### src/rtl/parking_pkg.sv
// Shared types and helpers for the multi-lane parking occupancy counter.
// Lane FSM state encoding and the pulse popcount used by the delta adder.
package parking_pkg;

    typedef enum logic [2:0] {
        IDLE   = 3'd0,
        IN_A   = 3'd1,
        IN_AB  = 3'd2,
        IN_B   = 3'd3,
        OUT_B  = 3'd4,
        OUT_BA = 3'd5,
        OUT_A  = 3'd6
    } lane_state_t;

    localparam int MAX_LANES = 8;

    function automatic logic [3:0] popcount(input logic [MAX_LANES-1:0] v);
        logic [3:0] n;
        n = '0;
        for (int i = 0; i < MAX_LANES; i++) begin
            n = n + 4'(v[i]);
        end
        return n;
    endfunction

endpackage

### src/rtl/car_dir_fsm.sv
// One lane's A/B direction FSM producing registered entry/exit pulses.
// With PARKING_DEBOUNCE_EN defined, each sensor bit is debounced first.
module car_dir_fsm
    import parking_pkg::*;
#(
    parameter int DEB_CYCLES = 4
) (
    input  logic clk,
    input  logic rst,
    input  logic a,
    input  logic b,
    output logic in_pulse,
    output logic out_pulse
);

    if (DEB_CYCLES < 1) begin : g_bad_deb
        $error("car_dir_fsm: DEB_CYCLES must be at least 1");
    end

    logic sa, sb;

`ifdef PARKING_DEBOUNCE_EN
    localparam int CNT_W = $clog2(DEB_CYCLES + 1);

    logic [1:0]       raw, filt;
    logic [CNT_W-1:0] cnt [2];

    assign raw = {a, b};

    // A filtered bit flips only after DEB_CYCLES consecutive disagreeing samples.
    always_ff @(posedge clk or posedge rst) begin
        if (rst) begin
            filt   <= '0;
            cnt[0] <= '0;
            cnt[1] <= '0;
        end else begin
            for (int i = 0; i < 2; i++) begin
                if (raw[i] != filt[i]) begin
                    if (cnt[i] == CNT_W'(DEB_CYCLES - 1)) begin
                        filt[i] <= raw[i];
                        cnt[i]  <= '0;
                    end else begin
                        cnt[i] <= cnt[i] + 1'b1;
                    end
                end else begin
                    cnt[i] <= '0;
                end
            end
        end
    end

    assign sa = filt[1];
    assign sb = filt[0];
`else
    assign sa = a;
    assign sb = b;
`endif

    lane_state_t state, state_nx;
    logic [1:0]  ab;

    assign ab = {sa, sb};

    always_comb begin
        state_nx = state;
        case (state)
            IDLE:   if (ab == 2'b10) state_nx = IN_A;
                    else if (ab == 2'b01) state_nx = OUT_B;
            IN_A:   if (ab == 2'b11) state_nx = IN_AB;
                    else if (ab == 2'b00) state_nx = IDLE;
            IN_AB:  if (ab == 2'b01) state_nx = IN_B;
                    else if (ab == 2'b10) state_nx = IN_A;
            IN_B:   if (ab == 2'b00) state_nx = IDLE;
                    else if (ab == 2'b11) state_nx = IN_AB;
            OUT_B:  if (ab == 2'b11) state_nx = OUT_BA;
                    else if (ab == 2'b00) state_nx = IDLE;
            OUT_BA: if (ab == 2'b10) state_nx = OUT_A;
                    else if (ab == 2'b01) state_nx = OUT_B;
            OUT_A:  if (ab == 2'b00) state_nx = IDLE;
                    else if (ab == 2'b11) state_nx = OUT_BA;
            default: state_nx = IDLE;
        endcase
    end

    // Pulses fire on the same edge the FSM returns to IDLE from a completed path.
    always_ff @(posedge clk or posedge rst) begin
        if (rst) begin
            state     <= IDLE;
            in_pulse  <= 1'b0;
            out_pulse <= 1'b0;
        end else begin
            state     <= state_nx;
            in_pulse  <= (state == IN_B)  && (ab == 2'b00);
            out_pulse <= (state == OUT_A) && (ab == 2'b00);
        end
    end

endmodule

### src/rtl/parking_multi_lane_counter.sv
// N-lane parking occupancy counter: per-lane direction FSMs feed a shared
// saturating counter with full/empty and sticky error flags. Option: PARKING_DEBOUNCE_EN.
module parking_multi_lane_counter
    import parking_pkg::*;
#(
    parameter int N_LANES    = 2,
    parameter int CAPACITY   = 100,
    parameter int DEB_CYCLES = 4,
    localparam int CW        = $clog2(CAPACITY + 1)
) (
    input  logic               clk,
    input  logic               rst,
    input  logic [N_LANES-1:0] a,
    input  logic [N_LANES-1:0] b,
    output logic [N_LANES-1:0] in_pulse,
    output logic [N_LANES-1:0] out_pulse,
    output logic [CW-1:0]      count,
    output logic               full,
    output logic               empty,
    output logic               err_ovf,
    output logic               err_unf
);

    localparam int SW = CW + 5;
    localparam logic signed [SW-1:0] CAP_S = SW'(CAPACITY);

    function automatic logic [CW-1:0] sat_count(input logic signed [SW-1:0] s);
        if (s > CAP_S)
            return CW'(CAPACITY);
        else if (s < 0)
            return '0;
        else
            return s[CW-1:0];
    endfunction

    for (genvar i = 0; i < N_LANES; i++) begin : g_lane
        car_dir_fsm #(.DEB_CYCLES(DEB_CYCLES)) u_lane (
            .clk       (clk),
            .rst       (rst),
            .a         (a[i]),
            .b         (b[i]),
            .in_pulse  (in_pulse[i]),
            .out_pulse (out_pulse[i])
        );
    end

    // Stage p0: registered lane pulses netted into a signed delta and raw sum.
    logic [MAX_LANES-1:0]   in_ext_p0, out_ext_p0;
    logic signed [4:0]      delta_p0;
    logic signed [SW-1:0]   sum_p0;
    logic [CW-1:0]          next_p0;

    always_comb begin
        in_ext_p0                = '0;
        out_ext_p0               = '0;
        in_ext_p0[N_LANES-1:0]  = in_pulse;
        out_ext_p0[N_LANES-1:0] = out_pulse;
    end

    assign delta_p0 = $signed({1'b0, popcount(in_ext_p0)}) - $signed({1'b0, popcount(out_ext_p0)});
    assign sum_p0   = $signed({5'b0, count}) + $signed({{CW{delta_p0[4]}}, delta_p0});
    assign next_p0  = sat_count(sum_p0);

    // Stage p1: clamped count, status flags and sticky errors.
    always_ff @(posedge clk or posedge rst) begin
        if (rst) begin
            count   <= '0;
            full    <= 1'b0;
            empty   <= 1'b1;
            err_ovf <= 1'b0;
            err_unf <= 1'b0;
        end else begin
            count   <= next_p0;
            full    <= (next_p0 == CW'(CAPACITY));
            empty   <= (next_p0 == '0);
            err_ovf <= err_ovf | (sum_p0 > CAP_S);
            err_unf <= err_unf | (sum_p0 < 0);
        end
    end

endmodule

### config.mk
export PLATFORM = sky130hd
export DESIGN_NAME = parking_multi_lane_counter
export DESIGN_NICKNAME = d
export VERILOG_FILES = /design/src/rtl/parking_pkg.sv /design/src/rtl/car_dir_fsm.sv /design/src/rtl/parking_multi_lane_counter.sv
export SDC_FILE = /design/constraint.sdc
export NUM_CORES = 1
export LEC_CHECK = 0
export BUFFER_PORTS_ARGS = -buffer_cell sky130_fd_sc_hd__buf_2
export CAP_MARGIN = 20
export CORE_ASPECT_RATIO = 2
export CORE_MARGIN = 5
export CORE_UTILIZATION = 57
export CTS_CLUSTER_SIZE = 30
export DETAILED_ROUTE_END_ITERATION = 10
export PLACE_DENSITY = 0.8
export SLEW_MARGIN = 20
export SYNTH_ARGS = -nofsm -noshare
export SYNTH_HDL_FRONTEND = slang
export SYNTH_SLANG_ARGS = --single-unit
export TNS_END_PERCENT = 100
### constraint.sdc
create_clock -name clk -period 4.8 [get_ports clk]
set_clock_uncertainty 0.15 [all_clocks]
set_input_delay 0.96 -clock clk [delete_from_list [all_inputs] [get_ports clk]]
set_output_delay 0.96 -clock clk [all_outputs]
set_load 0.01 [all_outputs]
Yosys cells after proc, flatten, opt, wreduce, memory -nomap -nowiden
Index checks and enable logic that the tools add are counted.
Storage, ports and cells
  output and inout bits: 15
  logic and storage cells: 83
  memories kept: 0
  bits in latches: 0
  input port bits: 6
  bits in writable memories: 0
  flip-flop bits (word level): 21
  memory bits (read-only): 0
Operators by class
  multiply operators: 0
  bitwise logic cells: 2
  eq/ne operators: 25
  shifts and indexed selects: 0
  order comparisons: 2
  divide/modulo/power cells: 0
  reductions and logical operators: 11
  muxes and demuxes: 28
  add/sub/neg operators: 4
Operators with widths (count)
  2-to-1 mux 3 bit: 24
  case mux 3 bit (7 select lines): 2
  equality test 3 bit (second input constant): 6
  inequality test 3 x 1 -> 1 bit (second input constant): 6
  2-to-1 mux 7 bit: 2
  equality test 3 x 2 -> 1 bit (second input constant): 4
  adder 8 x 3 -> 9 bit: 1
  > comparator 9 x 8 -> 1 bit (second input constant): 1
  less-than comparator 9 x 1 -> 1 bit (second input constant): 1
  equality test 2 bit (second input constant): 4
  equality test 7 bit (second input constant): 1
  logical NOT 7 bit: 1
  equality test 3 x 1 -> 1 bit (second input constant): 2
  logical NOT 3 bit: 2
  AND reduction 3 bit: 2
  adder 1 x 1 -> 2 bit: 2
  equality test 2 x 1 -> 1 bit (second input constant): 2
  logical AND 1 bit: 4
  logical NOT 2 bit: 2
  subtractor 2 x 2 -> 3 bit: 1
  OR 1 bit: 2

Longest topological paths before layout
Gate-level depths: netlist (run 1).
  word-level depth: 7
  mapped depth: 14
  depth with buffers taken out: 14

Cells and area by module
From an unflattened synthesis (run 1), not the netlist that was laid out.
Second synthesis, totals
  cell total of the unflattened synthesis: 189
  area total of the unflattened synthesis: 1737.9 µm²
Modules (own cells, without submodules)
  parking_multi_lane_counter: cells each 105, area an instance 979.7 µm², sequential area each 276.5 µm², times used 1
  car_dir_fsm: cells each 42, area an instance 379.1 µm², sequential area each 125.1 µm², times used 2

Worst setup path after synthesis (run 1)
OpenSTA, ideal clock, no wires.
  kind: reg2reg
  start: register g_lane[0].u_lane.out_pulse
  end: register empty
  period minus slack after synthesis: 3.333 ns
  buffers on the path: 0
  stages on the path, launching flop included: 13
  setup time: 0.083 ns
  arrival time: 3.100 ns
  setup slack: 1.467 ns
  data required time: 4.567 ns
  cell sequence: dfrtp_1 -> fa_1 -> inv_1 -> ha_1 -> inv_1 -> ha_1 -> fa_1 -> inv_1 -> a31oi_1 -> o21ai_0 -> xor2_1 -> o311a_4 -> o32a_1
Between the ends
  cells in the longest elaborated chain, start to end: 7
  elaborated cells on any way between the ends: 8
  those cells by class: 3 x add/sub; 2 x order compare; 2 x mux; 1 x reduce/logical
Ends and longest elaborated chain
  start: declaration: line car_dir_fsm.sv:13  | output logic out_pulse
  start signal: assignment: line car_dir_fsm.sv:94  | out_pulse <= (state == OUT_A) && (ab == 2'b00);
  adder 1 x 1 -> 2 bit (*): line parking_pkg.sv:21  | n = n + 4'(v[i]);
  subtractor 2 x 2 -> 3 bit (*): line parking_multi_lane_counter.sv:60  | assign delta_p0 = $signed({1'b0, popcount(in_ext_p0)}) - $signed({1'b0, popcount(out_ext_p0)});
  adder 8 x 3 -> 9 bit (*): line parking_multi_lane_counter.sv:61  | assign sum_p0 = $signed({5'b0, count}) + $signed({{CW{delta_p0[4]}}, delta_p0});
  less-than comparator 9 x 1 -> 1 bit: line parking_multi_lane_counter.sv:30  | else if (s < 0)
  2-to-1 mux 7 bit: line parking_multi_lane_counter.sv:30
  2-to-1 mux 7 bit (*): line parking_multi_lane_counter.sv:28  | if (s > CAP_S)
  logical NOT 7 bit (*): line parking_multi_lane_counter.sv:75  | empty <= (next_p0 == '0);
  end signal: assignment: line parking_multi_lane_counter.sv:75
  end: declaration: line parking_multi_lane_counter.sv:19  | output logic empty,
Every way passes the cells marked *; elsewhere a longest branch is shown, timed or not.
A chain may end at the register's enable or synchronous reset.

Worst setup path in the final report (run 1)
Ends and elaborated chain as after synthesis.

==> metrics.md, run 1 <==
| Metric | Value |
|---|---|
| Outcome | `complete, no violations` |
| CP startpoint | `g_lane[0].u_lane.out_pulse` |
| Largest stage delay, worst path | `0.54 ns` |
| Register clock-pin slew on the reported worst setup and hold paths | `about 0.070 ns` |
| Final period utilization | `74.7%` |
| Dpl ws | `1.22 ns` |
| Tightest Hold Check Type | `reg -> reg` |
| GR Util All Layers | `18.1%` |
| Synth top area cells | `dfrtp_1 (33%), nor2_1 (4.9%), ha_1 (4.1%)` |
| ANT cells | `0` |
| XOR/XNOR Fraction of Synth Area | `4.56%` |
| Final Setup Violations | `0` |
| Drt pass-1 iters | `4` |
| YS warnings | `0` |
| Vias in the first global route | `1283` |
| Critical path peak fanout | `6` |
| Post-synth EDFFs | `0` |
| Lkg Pwr | `0.727 nW` |
| Final WL | `3.14 mm` |
| R2R cell count | `12` |
| Ys flop type | `dfrtp_1` |
| Worst endpoint required time | `around 4.8 ns` |
| Layout cells sized above 1 | `19.9%` |
| Count of pins over their slew limit | `0` |
| Final min period | `3.59 ns` |
| Post-route worst setup slack | `1.21 ns` |
| Synth Area in Compound Gates | `18.5%` |
| CTS tree | `done` |
| Antenna Nets Post-Route | `0` |
| Via/cell ratio | `6.18` |
| Post-Syn Nets | `182` |
| CTS Hold Bufs | `0` |
| WL per Instance | `roughly 15 um` |
| RSZ-0062 raised after global routing | `no` |
| # rows | `26` |
| Synth area leader | `dfrtp_1` |
| Inserted Clock Buffers | `3` |
| GPL Wtd Cong | `approximately 0.86` |
| Die Y | `83.5 um` |
| Max Cap Viol | `0` |
| Drt drc | `0` |
| Clock Tree Root | `clkbuf_8` |
| Post-synth top area share | `between 30% and 40%` |
| Starting DRT DRC Count | `18` |
| IO Port Bufs | `20` |
| Crit path to | `empty` |
| Distinct cells, synth | `52` |
| Synthesized instance count | `169` |
| Post-synthesis sequential area ratio | `34.3%` |
| Setup TNS | `0 ns` |
| Most frequent cells in the layout | `nor2_1 (20), dfrtp_1 (20), buf_2 (20)` |
| CP bufs+invs | `3` |
| Syn avg cell area | `9.10 sq um` |
| Worst path most repeated cell | `inv_1` |
| Fin. Hold Viols | `0` |
| Largest family of logic cells by synthesized area | `simple AND/OR/NAND/NOR gates` |
| Setup bufs post-CTS | `0` |
| Mapped Area | `between 1500 and 2000 sq um` |
| First-pass GRT wire length | `5.29 mm` |
| Fmax | `279 MHz` |
| Worst slew margin | `49.7%` |
| Yosys reg bits | `21` |
| Maximum VDD drop | `between 300 and 400 uV` |
| Post_cts resized | `0` |
| Synth Area in Adders | `7.32%` |
| Area Growth Syn to Fin | `4.80%` |
| Dpl hpwl | `2.48 mm` |
| Clock buffer depth | `2` |
| Die X | `~47 um` |
| Worst Setup Start Kind | `register` |
| Pin count of the biggest net entering global routing | `22` |
| Worst R2R Setup Slack | `1.21 ns` |
| Core Area | `2570 sq um` |
| Crit Path Category | `reg -> reg` |
| Crit-path leading delay family | `adder cells` |
| Synth Area in Simple Gates | `22.2%` |
| CP endpoint kind | `register` |
| Reg2reg start | `g_lane[0].u_lane.out_pulse` |
| Slew at the pin with the worst max-slew slack | `around 0.75 ns` |
| Initial antenna violation count | `0` |
| Asr flop ratio synth | `100%` |
| Starting Density | `59.8%` |
| Mux cell area share after synthesis | `3.50%` |
| Worst path depth | `12` |
| Power density over cell area | `535 nW/um^2` |
| Final net count | `190` |
| CTS sink cnt | `21` |
| Clock Latency Late Sink | `roughly 0.26 ns` |
| Slowest CP cell | `fa_1` |
| H-tree depth | `1` |
| Vias | `1261` |
| CP arrival | `3.62 ns` |
| Die ar. | `between 3000 and 4000 sq um` |
| Final global-route overflow total | `0` |
| Worst R2R End | `empty` |
| I/O pin total | `21` |
| CP Cell Sequence | `fa_1, inv_1, ha_1, inv_1, ha_1, fa_1, inv_1, a31oi_1, o21ai_0, xor2_1, o311a_4, o32a_1` |
## where the power goes
group          total [mW]  switching (mW)  internal [mW]
sequential          0.352           0.112          0.240
clock               0.112          0.0547         0.0578
combinational       0.398           0.212          0.185
## how the worst min path moves through the flow
stage | start | to | slack [ns] | cells after the start
floorplan | err_unf | err_unf | 0.36 | 1
global placement | err_unf | err_unf | 0.30 | 1
detailed placement | err_unf | err_unf | 0.31 | 1
CTS | err_unf | err_unf | 0.32 | 1
global route | err_unf | err_unf | 0.35 | 1
finish | err_unf | err_unf | 0.32 | 1
## metal layers
metal,up-vias,wire (um),GRT usage [%]
met3,11,94,1.73
met5,-,0,0
li1,611,-,-
met2,24,1830,33.5
met4,0,136,10.8
met1,615,1080,17.0
## state kept, by name, summed over array words and instances, names as in the netlist
register                 flops
empty                        1
err_ovf                      1
err_unf                      1
g_lane.u_lane.in_pulse       2
count                        7
g_lane.u_lane.state          6
g_lane.u_lane.out_pulse      2
full                         1
## synthesized netlist by cell type, types with 4 or more instances
library cell,instances
a21oi_1,7
buf_4,5
clkbuf_1,7
dfrtp_1,20
ha_1,5
inv_1,11
mux2i_1,4
nand2_1,10
nor2_1,20
nor3_1,5
nor3b_1,4
nor4_1,4
o21ai_0,7
xnor2_1,5
## per-stage QoR
stage | utilization [%] | instances | area, sq um | hold WS (ns) | total power, mW
finish | 62.7 | 204 | 1610 | 0.320 | 0.862
global route | 62.7 | 204 | 1610 | 0.351 | 0.928
CTS | 62.7 | 204 | 1610 | 0.323 | 0.866
detailed placement | 60.9 | 200 | 1570 | 0.306 | 0.753
global placement | 60.9 | 200 | 1570 | 0.300 | 0.735
floorplan | - | 169 | 1540 | 0.362 | 0.662
## layout make-up
cell class,instances,area [sq um]
fill,245,958
multi-input combinational,120,862
sequential,21,527
timing repair buffer,20,100
clock buffer,3,41.3
inverter,11,41.3
tap,28,35.0
clock inverter,1,5.00
## logic make-up after synthesis
| kind of cell | after synthesis |
|---|---|
| and+or+nand+nor | 61 |
| xor gates and xnor gates | 8 |
| AOI/OAI and AO/OA | 38 |
| DFF | 21 |
| adders and majority gates | 8 |
| muxes | 5 |
| buffers and inverters | 28 |
(Power assumes the default switching activity.)
==> run 2, diff against run 1 <==
--- a/config.mk
+++ b/config.mk
@@ -5,14 +5,15 @@
 export SDC_FILE = /design/constraint.sdc
 export NUM_CORES = 1
 export LEC_CHECK = 0
+export ABC_AREA = 1
 export BUFFER_PORTS_ARGS = -buffer_cell sky130_fd_sc_hd__buf_2
 export CAP_MARGIN = 20
 export CORE_ASPECT_RATIO = 2
 export CORE_MARGIN = 5
-export CORE_UTILIZATION = 57
+export CORE_UTILIZATION = 58
 export CTS_CLUSTER_SIZE = 30
 export DETAILED_ROUTE_END_ITERATION = 10
-export PLACE_DENSITY = 0.8
+export PLACE_DENSITY = 0.81
 export SLEW_MARGIN = 20
 export SYNTH_ARGS = -nofsm -noshare
 export SYNTH_HDL_FRONTEND = slang
==> constraint.sdc (replaced) <==
create_clock -name clk -period 3.5 [get_ports clk]
set_clock_uncertainty 0.15 [all_clocks]
set_input_delay 0.7 -clock clk [delete_from_list [all_inputs] [get_ports clk]]
set_output_delay 0.7 -clock clk [all_outputs]
set_load 0.01 [all_outputs]
==> metrics.md, run 2 <==
| Metric | Value |
|---|---|
| Outcome | `complete, no violations` |
| Post-route worst setup slack | `0.303 ns` |
| Die ar. | `4210 sq um` |
| Asr flop ratio synth | `100%` |
| Ys flop type | `dfrtp_1` |
| Synth top area cells | `dfrtp_1 (29%), nand2_1 (13%), inv_1 (9.9%)` |
| Post-synth EDFFs | `0` |
| Tightest Hold Check Type | `reg -> reg` |
| Clock Latency Late Sink | `0.26 ns` |
| IO Port Bufs | `20` |
| Final period utilization | `91.3%` |
| Clock Tree Root | `clkbuf_8` |
| Worst slew margin | `49.0%` |
| Inserted Clock Buffers | `3` |
| # rows | `28` |
| Count of pins over their slew limit | `0` |
| Design Power | `1.28 mW` |
| XOR/XNOR Fraction of Synth Area | `0.950%` |
| Initial antenna violation count | `0` |
| Most frequent cells in the layout | `nand2_1 (61), inv_1 (45), nor2_1 (23)` |
| CP arrival | `3.19 ns` |
| Synth Area in Simple Gates | `41.7%` |
| Setup bufs post-CTS | `0` |
| Synth area leader | `dfrtp_1` |
| Crit-path leading delay family | `adder cells` |
| Yosys reg bits | `21` |
| I/O pin total | `21` |
| Lkg Pwr | `between 1 and 1.5 nW` |
| Register clock-pin slew on the reported worst setup and hold paths | `0.08 ns` |
| Power density over cell area | `about 700 nW/um^2` |
| Post_cts resized | `0` |
| First-pass GRT wire length | `around 5.9 mm` |
| Synth Area in Compound Gates | `7.45%` |
| GR Util All Layers | `17.5%` |
| Crit Path Category | `reg -> reg` |
| Maximum VDD drop | `409 uV` |
| CTS Hold Bufs | `0` |
| Drt pass-1 iters | `4` |
| Die Y | `about 87 um` |
| Largest stage delay, worst path | `0.53 ns` |
| CTS tree | `done` |
| Dpl ws | `0.317 ns` |
| Mux cell area share after synthesis | `0%` |
| Reg with most FFs | `count` |
| Final core utilization | `64.4%` |
| Mapped Area | `1710 sq um` |
| Final WL | `3.53 mm` |
| Layout cells sized above 1 | `21.0%` |
| CP bufs+invs | `3` |
| Top Registers | `count: 7 flops, g_lane.u_lane.state: 6 flops` |
| Commonest non-fill, non-tap cell in the layout | `nand2_1` |
| Die X | `around 48 um` |
| Worst endpoint required time | `3.50 ns` |
| Syn avg cell area | `6.96 sq um` |
| Post-Syn Nets | `259` |
| CP Cell Sequence | `fa_1, inv_1, ha_1, inv_1, ha_1, fa_1, inv_1, nand3_2, o21ai_2, nand3_1, nand2_1, nand2_1, nand2_2, nand2_1, a31oi_1, nor2_1` |
| Synthesized instance count | `246` |
| Fmax | `313 MHz` |
| H-tree depth | `1` |
| Area Growth Syn to Fin | `9.35%` |
| Fin. Hold Viols | `0` |
| Largest family of logic cells by synthesized area | `simple AND/OR/NAND/NOR gates` |
| Drt drc | `0` |
| Slowest CP cell | `fa_1` |
| Antenna Nets Post-Route | `0` |
| Max Cap Viol | `0` |
| CP endpoint kind | `register` |
| Number of flip-flops in the largest register | `7` |
| Final net count | `281` |
| Clock buffer depth | `2` |
| Dpl hpwl | `2.93 mm` |
| WL per Instance | `approximately 12 um` |
| Final min period | `about 3.2 ns` |
| Top-count cell post-synth | `nand2_1` |
| GPL Wtd Cong | `0.845` |
| Final global-route overflow total | `0` |
| Core Area | `2910 sq um` |
| Slew at the pin with the worst max-slew slack | `0.765 ns` |
| Synth Area in Adders | `approximately 6%` |
| RSZ-0062 raised after global routing | `no` |
| Pin count of the biggest net entering global routing | `22` |
| Critical path peak fanout | `7` |
| Worst R2R Setup Slack | `0.30 ns` |
| Final Setup Violations | `0` |
| CTS sink cnt | `21` |
| Most frequent cells after synthesis | `nand2_1 (61), inv_1 (45), nor2_1 (23)` |
| Fin Hold WS | `0.338 ns` |
| Starting DRT DRC Count | `42` |
| Worst Setup Start Kind | `register` |
| YS warnings | `0` |
| ANT cells | `0` |
| Starting Density | `58.9%` |
| Post-synth top area share | `29.2%` |
| Vias | `1577` |
| Via/cell ratio | `5.31` |
| Distinct cells, synth | `32` |
| Setup TNS | `0 ns` |
| Post-synthesis sequential area ratio | `30.8%` |
| Vias in the first global route | `about 1500` |
run 2: cell families (layout without fill, tap and decap cells):
kind of cell / Yosys count / after routing
AND/OR/NAND/NOR: 144 / 144
flip-flops: 21 / 21
buffers and inverters: 52 / 73
XOR/XNOR: 1 / 1
adder cells (fa/ha/maj): 7 / 7
AO/OA/AOI/OAI: 21 / 21
run 2: report_power, final:
part	internal [mW]	switching (mW)	leakage (nW)	total, mW
logic	0.261	0.431	0.750	0.692
registers	0.334	0.0932	0.263	0.427
clock network	0.0805	0.0793	0.0217	0.160
run 2: stage by stage:
stage | instance area [sq um] | instances
after floorplan | 1710 | 246
after global placement | 1820 | 293
after detailed placement | 1820 | 293
after CTS | 1870 | 297
after global routing | 1870 | 297
final | 1870 | 297
run 2: metal layers:
metal	GRT usage [%]	part of all wire (%)	vias up	wire, um
li1	-	-	811	-
met1	15.5	36	724	1270
met2	35.7	58	33	2050
met3	0.515	2.6	9	93
met4	11.6	3.5	0	123
met5	0	0	-	0
run 2: worst register-to-register path, cell delays in order (launching register included):
cell and delay, ns:
dfrtp_1 0.40, fa_1 0.53, inv_1 0.04, ha_1 0.17, inv_1 0.07, ha_1 0.25
fa_1 0.41, inv_1 0.11, nand3_2 0.11, o21ai_2 0.14, nand3_1 0.10, nand2_1 0.07
nand2_1 0.07, nand2_2 0.13, nand2_1 0.07, a31oi_1 0.19, nor2_1 0.07
run 2: final timing paths:
check                      cells past startpoint                       start                         to
max in group asynchronous                      2                         rst                    err_ovf
hold / removal                                 1                     err_unf                    err_unf
hold reg to reg                                1                     err_unf                    err_unf
setup / recovery                              16  g_lane[0].u_lane.out_pulse                       full
min in group asynchronous                      2                         rst  g_lane[0].u_lane.in_pulse
setup reg to reg                              16  g_lane[0].u_lane.out_pulse                       full
run 2: area by class of cell:
cell class	count	area, sq um
flip-flops and latches	21	527
repair buffers	22	115
fillers	267	1030
clock buffers	3	41.3
clock inverters	1	7.51
well taps	30	37.5
multi-input cells	173	961
inverters	47	184
==> run 3, diff against run 2 <==
--- a/config.mk
+++ b/config.mk
@@ -6,7 +6,7 @@
 export NUM_CORES = 1
 export LEC_CHECK = 0
 export ABC_AREA = 1
-export BUFFER_PORTS_ARGS = -buffer_cell sky130_fd_sc_hd__buf_2
+export BUFFER_PORTS_ARGS = -buffer_cell sky130_fd_sc_hd__buf_4
 export CAP_MARGIN = 20
 export CORE_ASPECT_RATIO = 2
 export CORE_MARGIN = 5
==> metrics.md, run 3 (synthesis gave the netlist of run 2 again) <==
| Metric | Value |
|---|---|
| Outcome | `complete, no violations` |
| Filler cells | `between 200 and 300` |
| Reg with most FFs | `count` |
| Starting DRT DRC Count | `16` |
| Critical path peak fanout | `7` |
| Initial antenna violation count | `0` |
| Most frequent cells in the layout | `nand2_1 (61), inv_1 (45), nor2_1 (23)` |
| Final net count | `281` |
| Slew at the pin with the worst max-slew slack | `~0.78 ns` |
| GPL Wtd Cong | `about 0.8` |
| Final min period | `around 3.2 ns` |
| # rows | `28` |
| RSZ-0062 raised after global routing | `no` |
| WL per Instance | `around 12 um` |
| CTS Hold Bufs | `0` |
| Layout cells sized above 1 | `between 20% and 30%` |
| ANT cells | `0` |
| Power density over cell area | `678 nW/um^2` |
| Slowest CP cell | `fa_1` |
| Dpl hpwl | `2.99 mm` |
| Clock buffer depth | `2` |
| Crit Path Category | `reg -> reg` |
| IO Port Bufs | `20` |
| CP startpoint | `g_lane[0].u_lane.out_pulse` |
| Maximum VDD drop | `about 390 uV` |
| Setup bufs post-CTS | `0` |
| Final global-route overflow total | `0` |
| HP Start | `err_unf` |
| Core Area | `2910 sq um` |
| CP endpoint kind | `register` |
| Tightest Hold Check Type | `reg -> reg` |
| Fmax | `about 320 MHz` |
| Die X | `48.4 um` |
| Count of pins over their slew limit | `0` |
| Register clock-pin slew on the reported worst setup and hold paths | `0.07 ns` |
| Worst Setup Start Kind | `register` |
| Reg2reg start | `g_lane[0].u_lane.out_pulse` |
| CTS tree | `done` |
| Worst path most repeated cell | `inv_1` |
| Final period utilization | `around nine tenths` |
| Top Registers | `count: 7 flops, g_lane.u_lane.state: 6 flops` |
| Vias in the first global route | `1596` |
| Die Y | `86.9 um` |
| Largest stage delay, worst path | `0.53 ns` |
| Dpl ws | `0.331 ns` |
| Design Power | `about 1.3 mW` |
| Clock Latency Late Sink | `0.26 ns` |
| CP arrival | `~3.2 ns` |
| Die ar. | `4210 sq um` |
| Number of flip-flops in the largest register | `7` |
| Worst slew margin | `about half` |
| Antenna Nets Post-Route | `0` |
| Post-route worst setup slack | `0.333 ns` |
| Final core utilization | `around two thirds` |
| Lkg Pwr | `approximately 1.0 nW` |
| Setup TNS | `0 ns` |
| Inserted Clock Buffers | `3` |
| Final Setup Violations | `0` |
| First-pass GRT wire length | `6.21 mm` |
| Post-Layout Cell Count | `just under 300` |
| Inst Count DP | `293` |
| Post_cts resized | `0` |
| Drt pass-1 iters | `5` |
| GR Util All Layers | `18.2%` |
| Cell Area, Placed | `between 1500 and 2000 sq um` |
| Via/cell ratio | `5.38` |
| H-tree depth | `1` |
| Drt drc | `0` |
| Vias | `1599` |
| Worst endpoint required time | `between 3 and 4 ns` |
| CP Cell Sequence | `fa_1, inv_1, ha_1, inv_1, ha_1, fa_1, inv_1, nand3_2, o21ai_2, nand3_1, nand3_1, nand2_2, inv_2, a21oi_1, or2_1` |
| Clock Tree Root | `clkbuf_8` |
| Pin count of the biggest net entering global routing | `22` |
| Starting Density | `58.9%` |
| CTS sink cnt | `21` |
| I/O pin total | `21` |
| Fin Hold WS | `0.322 ns` |
| Commonest non-fill, non-tap cell in the layout | `nand2_1` |
| Area Growth Syn to Fin | `12.1%` |
| Fin area | `around 1900 sq um` |
| Fin. Hold Viols | `0` |
| Final WL | `3.47 mm` |
| Max Cap Viol | `0` |
run 3: per-layer routing:
metal / global-route usage [%] / share of wire [%]
met3: 1.20 / 2.4
met5: 0 / 0
met1: 15.8 / 33
met2: 38.8 / 62
met4: 8.56 / 2.6
run 3: final cells by class:
type	count	area, sq um	share of cell area, %
multi-input cells	173	961	50.0
flip-flops and latches	21	527	27.4
inverters	47	184	9.58
repair buffers	22	165	8.60
clock buffers	3	41.3	2.15
well taps	30	37.5	1.95
clock inverters	1	5.00	0.261
run 3: path summary, 6_finish.rpt:
path	end	slack, ns	depth (start not counted)
min in group asynchronous	g_lane[1].u_lane.state[2]	0.44	2
min reg2reg	err_unf	0.32	1
max	err_ovf	0.33	15
min	err_unf	0.32	1
max reg2reg	err_ovf	0.33	15
max in group asynchronous	g_lane[1].u_lane.state[0]	2.28	2
run 3: critical path, delay by kind of cell (launching register included):
| family | cells | cell delay (ns) |
|---|---|---|
| AOI/OAI and AO/OA | 2 | 0.18 |
| and+or+nand+nor | 5 | 0.62 |
| DFF | 1 | 0.41 |
| adders and majority gates | 4 | 1.38 |
| buffers and inverters | 4 | 0.33 |
run 3: power by group:
group,internal [mW],switching (mW)
Clock,0.0792,0.0750
Combinational,0.292,0.430
Sequential,0.334,0.0937
Total,0.705,0.598
